--- src/rtl/ascon_perm_unrolled.sv ---
// ASCON permutation engine: UNROLL full rounds per clock, per-transaction round count.
// Optional macro ASCON_PERM_ERR_EN adds err_out and rejects rounds_in > 12 instead of clamping.
`timescale 1ns/1ps
module ascon_perm_unrolled #(
    parameter int UNROLL     = 1,
    parameter int MAX_ROUNDS = 12
) (
    input  logic         clk,
    input  logic         rst,
    input  logic [319:0] state_in,
    input  logic [3:0]   rounds_in,
    input  logic         valid_in,
    output logic         ready_out,
    output logic [319:0] state_out,
    output logic         valid_out,
    input  logic         ready_in,
    output logic         busy
`ifdef ASCON_PERM_ERR_EN
    ,
    output logic         err_out
`endif
);

    // Handshake: a word moves only on a clock edge where valid and ready are both high;
    // valid/data are held stable by the source until that edge.
    typedef enum logic [1:0] {
        IDLE = 2'd0,
        RUN  = 2'd1,
        DONE = 2'd2
    } state_t;

    state_t       st_q, st_d;
    logic [319:0] x_q, x_d;
    logic [319:0] out_q, out_d;
    logic [3:0]   rem_q, rem_d;
    logic [3:0]   idx_q, idx_d;
    logic         vout_q, vout_d;
    logic [3:0]   step;
    logic [3:0]   nr_load;
    logic         nr_over;
    logic [319:0] stage [0:UNROLL];

    function automatic logic [63:0] rotr(input logic [63:0] v, input int n);
        return (v >> n) | (v << (64 - n));
    endfunction

    function automatic logic [319:0] ascon_round(input logic [319:0] s, input logic [3:0] i);
        logic [63:0] x0, x1, x2, x3, x4, t0, t1, t2, t3, t4;
        x0 = s[319:256];
        x1 = s[255:192];
        x2 = s[191:128];
        x3 = s[127:64];
        x4 = s[63:0];
        x2[7:0] = x2[7:0] ^ {4'hF - i, i};
        // Bit-sliced 5-bit sbox applied to all 64 columns at once
        x0 ^= x4;
        x4 ^= x3;
        x2 ^= x1;
        t0 = ~x0 & x1;
        t1 = ~x1 & x2;
        t2 = ~x2 & x3;
        t3 = ~x3 & x4;
        t4 = ~x4 & x0;
        x0 ^= t1;
        x1 ^= t2;
        x2 ^= t3;
        x3 ^= t4;
        x4 ^= t0;
        x1 ^= x0;
        x0 ^= x4;
        x3 ^= x2;
        x2 = ~x2;
        x0 ^= rotr(x0, 19) ^ rotr(x0, 28);
        x1 ^= rotr(x1, 61) ^ rotr(x1, 39);
        x2 ^= rotr(x2, 1)  ^ rotr(x2, 6);
        x3 ^= rotr(x3, 10) ^ rotr(x3, 17);
        x4 ^= rotr(x4, 7)  ^ rotr(x4, 41);
        return {x0, x1, x2, x3, x4};
    endfunction

    // Stages beyond the remaining round count pass the state through unchanged
    assign stage[0] = x_q;
    for (genvar k = 0; k < UNROLL; k++) begin : g_stage
        assign stage[k+1] = (4'(k) < rem_q) ? ascon_round(stage[k], idx_q + 4'(k)) : stage[k];
    end

    assign step    = (rem_q < 4'(UNROLL)) ? rem_q : 4'(UNROLL);
    assign nr_over = rounds_in > 4'(MAX_ROUNDS);
`ifdef ASCON_PERM_ERR_EN
    assign nr_load = nr_over ? 4'd0 : rounds_in;
`else
    assign nr_load = nr_over ? 4'(MAX_ROUNDS) : rounds_in;
`endif

    always_comb begin
        st_d   = st_q;
        x_d    = x_q;
        out_d  = out_q;
        rem_d  = rem_q;
        idx_d  = idx_q;
        vout_d = vout_q;
        case (st_q)
            IDLE: begin
                if (valid_in) begin
                    x_d   = state_in;
                    rem_d = nr_load;
                    idx_d = 4'(MAX_ROUNDS) - nr_load;
                    st_d  = RUN;
                end
            end
            RUN: begin
                x_d   = stage[UNROLL];
                rem_d = rem_q - step;
                idx_d = idx_q + step;
                if (rem_q == step) begin
                    out_d  = stage[UNROLL];
                    vout_d = 1'b1;
                    st_d   = DONE;
                end
            end
            DONE: begin
                if (ready_in) begin
                    vout_d = 1'b0;
                    st_d   = IDLE;
                end
            end
            default: st_d = IDLE;
        endcase
    end

    always_ff @(posedge clk or negedge rst) begin
        if (!rst) begin
            st_q   <= IDLE;
            x_q    <= '0;
            out_q  <= '0;
            rem_q  <= '0;
            idx_q  <= '0;
            vout_q <= 1'b0;
        end else begin
            st_q   <= st_d;
            x_q    <= x_d;
            out_q  <= out_d;
            rem_q  <= rem_d;
            idx_q  <= idx_d;
            vout_q <= vout_d;
        end
    end

`ifdef ASCON_PERM_ERR_EN
    logic err_q;

    always_ff @(posedge clk or negedge rst) begin
        if (!rst) begin
            err_q <= 1'b0;
        end else if (st_q == IDLE && valid_in) begin
            err_q <= nr_over;
        end
    end

    assign err_out = err_q & vout_q;
`endif

    assign ready_out = (st_q == IDLE);
    assign busy      = (st_q != IDLE);
    assign state_out = out_q;
    assign valid_out = vout_q;

endmodule

--- config.mk ---
export PLATFORM = sky130hd
export DESIGN_NAME = ascon_perm_unrolled
export DESIGN_NICKNAME = d
export VERILOG_FILES = /design/src/rtl/ascon_perm_unrolled.sv
export SDC_FILE = /design/constraint.sdc
export NUM_CORES = 2
export LEC_CHECK = 0
export CAP_MARGIN = 25
export CORE_UTILIZATION = 25
export DETAILED_ROUTE_END_ITERATION = 6
export GPL_TIMING_DRIVEN = 0
export SLEW_MARGIN = 20
export SYNTH_ARGS = -nofsm -noshare
export SYNTH_HDL_FRONTEND = slang
export SYNTH_SLANG_ARGS = --single-unit
--- constraint.sdc ---
create_clock -name clk -period 3.7 [get_ports clk]
set_input_delay 0.555 -clock clk [delete_from_list [all_inputs] [get_ports clk]]
set_output_delay 0.555 -clock clk [all_outputs]
set_load 0.01 [all_outputs]
==> impl_results.md <==
* Post-synth top area share at 0.357
* Largest family of logic cells by synthesized area: XOR/XNOR gates
* DRT Pass-1 Iters at 6
* Drt initial violations at 5985
* Layout area overhead at 29.6%
* Yosys Warn Count at 0
* Core area at 181000 sq um
* GR Overflow Total at 0
* Status: complete, but fails checks
* Seq cells post-synth at 651
* Slew @ Worst Pin at 1.31 ns
* Async set-reset flop share out of synthesis at 1.00
* Full die area at 184000 sq um
* Post-Synth XOR/XNOR Area at 0.258
* Post-route ant nets at 0
* Post-Syn Instances at 4971
* RSZ-0062 raised after global routing: false
* Final Hold Slack at 0.377 ns
* Worst clock skew at 0.0315 ns
* H-Tree Level Count at 3
* Post-Syn Area per Cell at 9.18 sq um
* Nets at 6212
* First-pass GRT wire length at 385000 um
* Antenna violations before repair at 30
* Number of global-route vias before repair at 42913
* Vias at 44883
* Crit path kind: register to register
* Slew HR at 0.121
* Die H at 429 um
* Slew Limit Fails at 0
* DR WL/cell at 35.9 um
* Max-Cap Viols at 0
* CTS buffer count at 83
* Netlist cell types at 45
* Final hold vios at 0
* Synth Area in Simple Gates at 0.0988
* Leading cell types by count after synthesis: nand2_1 (823), dfrtp_1 (651), xnor2_1 (551)
* Placer Congestion at 1.04
* Fin crit share at 1.02
* CP arrival at 4.33 ns
* Number of synthesized flops with an enable pin at 0
* Proportion of synthesized area in mux cells at 0.00526
* Finished Layout Cells at 8196
* Top_reg_cell synth: dfrtp_1
* Post-Synth Adder-Cell Area at 0.0499
* Starting Density at 0.252
* Core Util, Final at 0.327
* Final setup fails at 4
* Count leader, synth: nand2_1
* CTS Sinks at 651
* IO buf count at 649
* Longest Clk Path Bufs at 3
* Row cnt at 156
* Setup TNS at -0.131 ns
* Post-synthesis compound-gate area fraction at 0.181
* CTS tree: built
* Post-DP HPWL at 247000 um
* Min setup slack post-route at -0.0738 ns
* Root buf cell: clkbuf_16
* Placed Cells at 8034
* Leading area contributor after synthesis: dfrtp_1
* Violated checks: setup timing
* Die W at 429 um
* Drt total wl at 295000 um
* Synth area leaders: dfrtp_1 (36%), xnor2_1 (11%), xnor3_1 (9.3%)
* Total GRT Usage at 0.310
* Worst-Skew Late Latency at 0.73 ns
* CTS clk-pin slew, worst paths at 0.07 ns
* Critical Path Fanout Max at 5
* Critical Path RT at 4.25 ns
* Ports at 651
* Vias/cell at 5.48
* Largest net degree at the start of global routing at 93
* DR DRC count at 0
* Fraction of layout cells with a size suffix above 1 at 0.0635
* Startpoint Class: register
* Register area share after synthesis at 0.357
* CP endpoint kind: register
* Hold WC Path Type: primary input to asynchronous set/reset pin
* Minimum clock period at 3.77 ns
* Fmax at 0.265 GHz
* Mapped cell area at 45600 sq um
state kept, by name, summed over array words and instances, names as in the netlist:
signal,count
valid_out,1
st_q,2
rem_q,4
x_q,320
idx_q,4
state_out,320
critical path: stages (launching register included):
cell and delay (ns):
dfrtp_1 0.62, inv_1 0.12, ha_1 0.30, xnor2_1 0.34, xnor2_1 0.99, xnor3_1 0.62
o21ai_1 0.47, o21ai_1 0.13
layer usage:
metal | vias up | track usage | routed length (um)
met4 | 10 | 0.254 | 29000
met3 | 755 | 0.0591 | 24800
met5 | - | 0 | 59
met1 | 22538 | 0.368 | 109000
met2 | 2930 | 0.489 | 132000
li1 | 18650 | - | -
repair_timing:
action                                  CTS  global route
gates resized for setup                  40            15
pin swaps                                 2             0
hold endpoints to repair                 49             0
buffers inserted                          2             0
hold buffers                              1             0
endpoints found under the setup margin  353            30
cell families after synthesis:
logic type,after synthesis
compound gates,1403
simple gates,1174
xor+xnor,929
flops,651
buf+inv,595
fa+ha+maj,193
mux,24
other cells,2
worst paths after layout:
check / from / endpoint / slack, ns / cells past startpoint
max in group asynchronous: rst / state_out[58] / 1.70 / 5
worst min-delay path: rst / x_q[156] / 0.38 / 2
min in group clk: ready_in / st_q[1] / 0.47 / 2
worst max-delay path: x_q[208] / x_q[70] / -0.07 / 7
worst min register to register: state_out[181] / state_out[181] / 0.47 / 2
worst max register to register: x_q[208] / x_q[70] / -0.07 / 7
area by class of cell:
cell class / instances / area (sq um)
tap: 2370 / 2970
timing repair buffer: 696 / 7290
clock buffer: 112 / 2390
multi-input combinational: 3726 / 27300
inverter: 288 / 1080
fill: 18783 / 122000
antenna: 12 / 30.0
sequential: 651 / 16300
buffer: 303 / 1290
clock inverter: 38 / 468
cell usage in the layout, fill, tap and decap left out, types with 18 or more instances in the layout:
cell type and instances:
clkbuf_1 204, inv_1 286, xor3_1 39, clkbuf_16 85
nor3_1 39, buf_4 18, a221o_1 50, clkbuf_2 35
mux2i_1 24, xnor3_1 189, nand2_1 823, buf_2 37
xnor2_2 85, clkdlybuf4s50_1 648, buf_16 18, nor2_1 294
clkbuf_8 18, a22oi_1 71, o21ai_1 281, o21ai_0 180
xnor2_1 525, xor2_1 88, o32ai_1 139, dfrtp_1 651
buf_1 29, ha_1 134, maj3_1 57, a31oi_1 134
a21oi_1 498
through the flow:
stage               instance area, sq um  setup slack, ns
floorplan                          45700            0.909
global placement                   55100           -29.73
detailed placement                 56100            -2.23
CTS                                59100          0.00969
global route                       59100           0.0100
finish                             59100          -0.0738
Power is not shown: default switching activity piles up to over one toggle a cycle in this logic, so the estimate is an artifact.
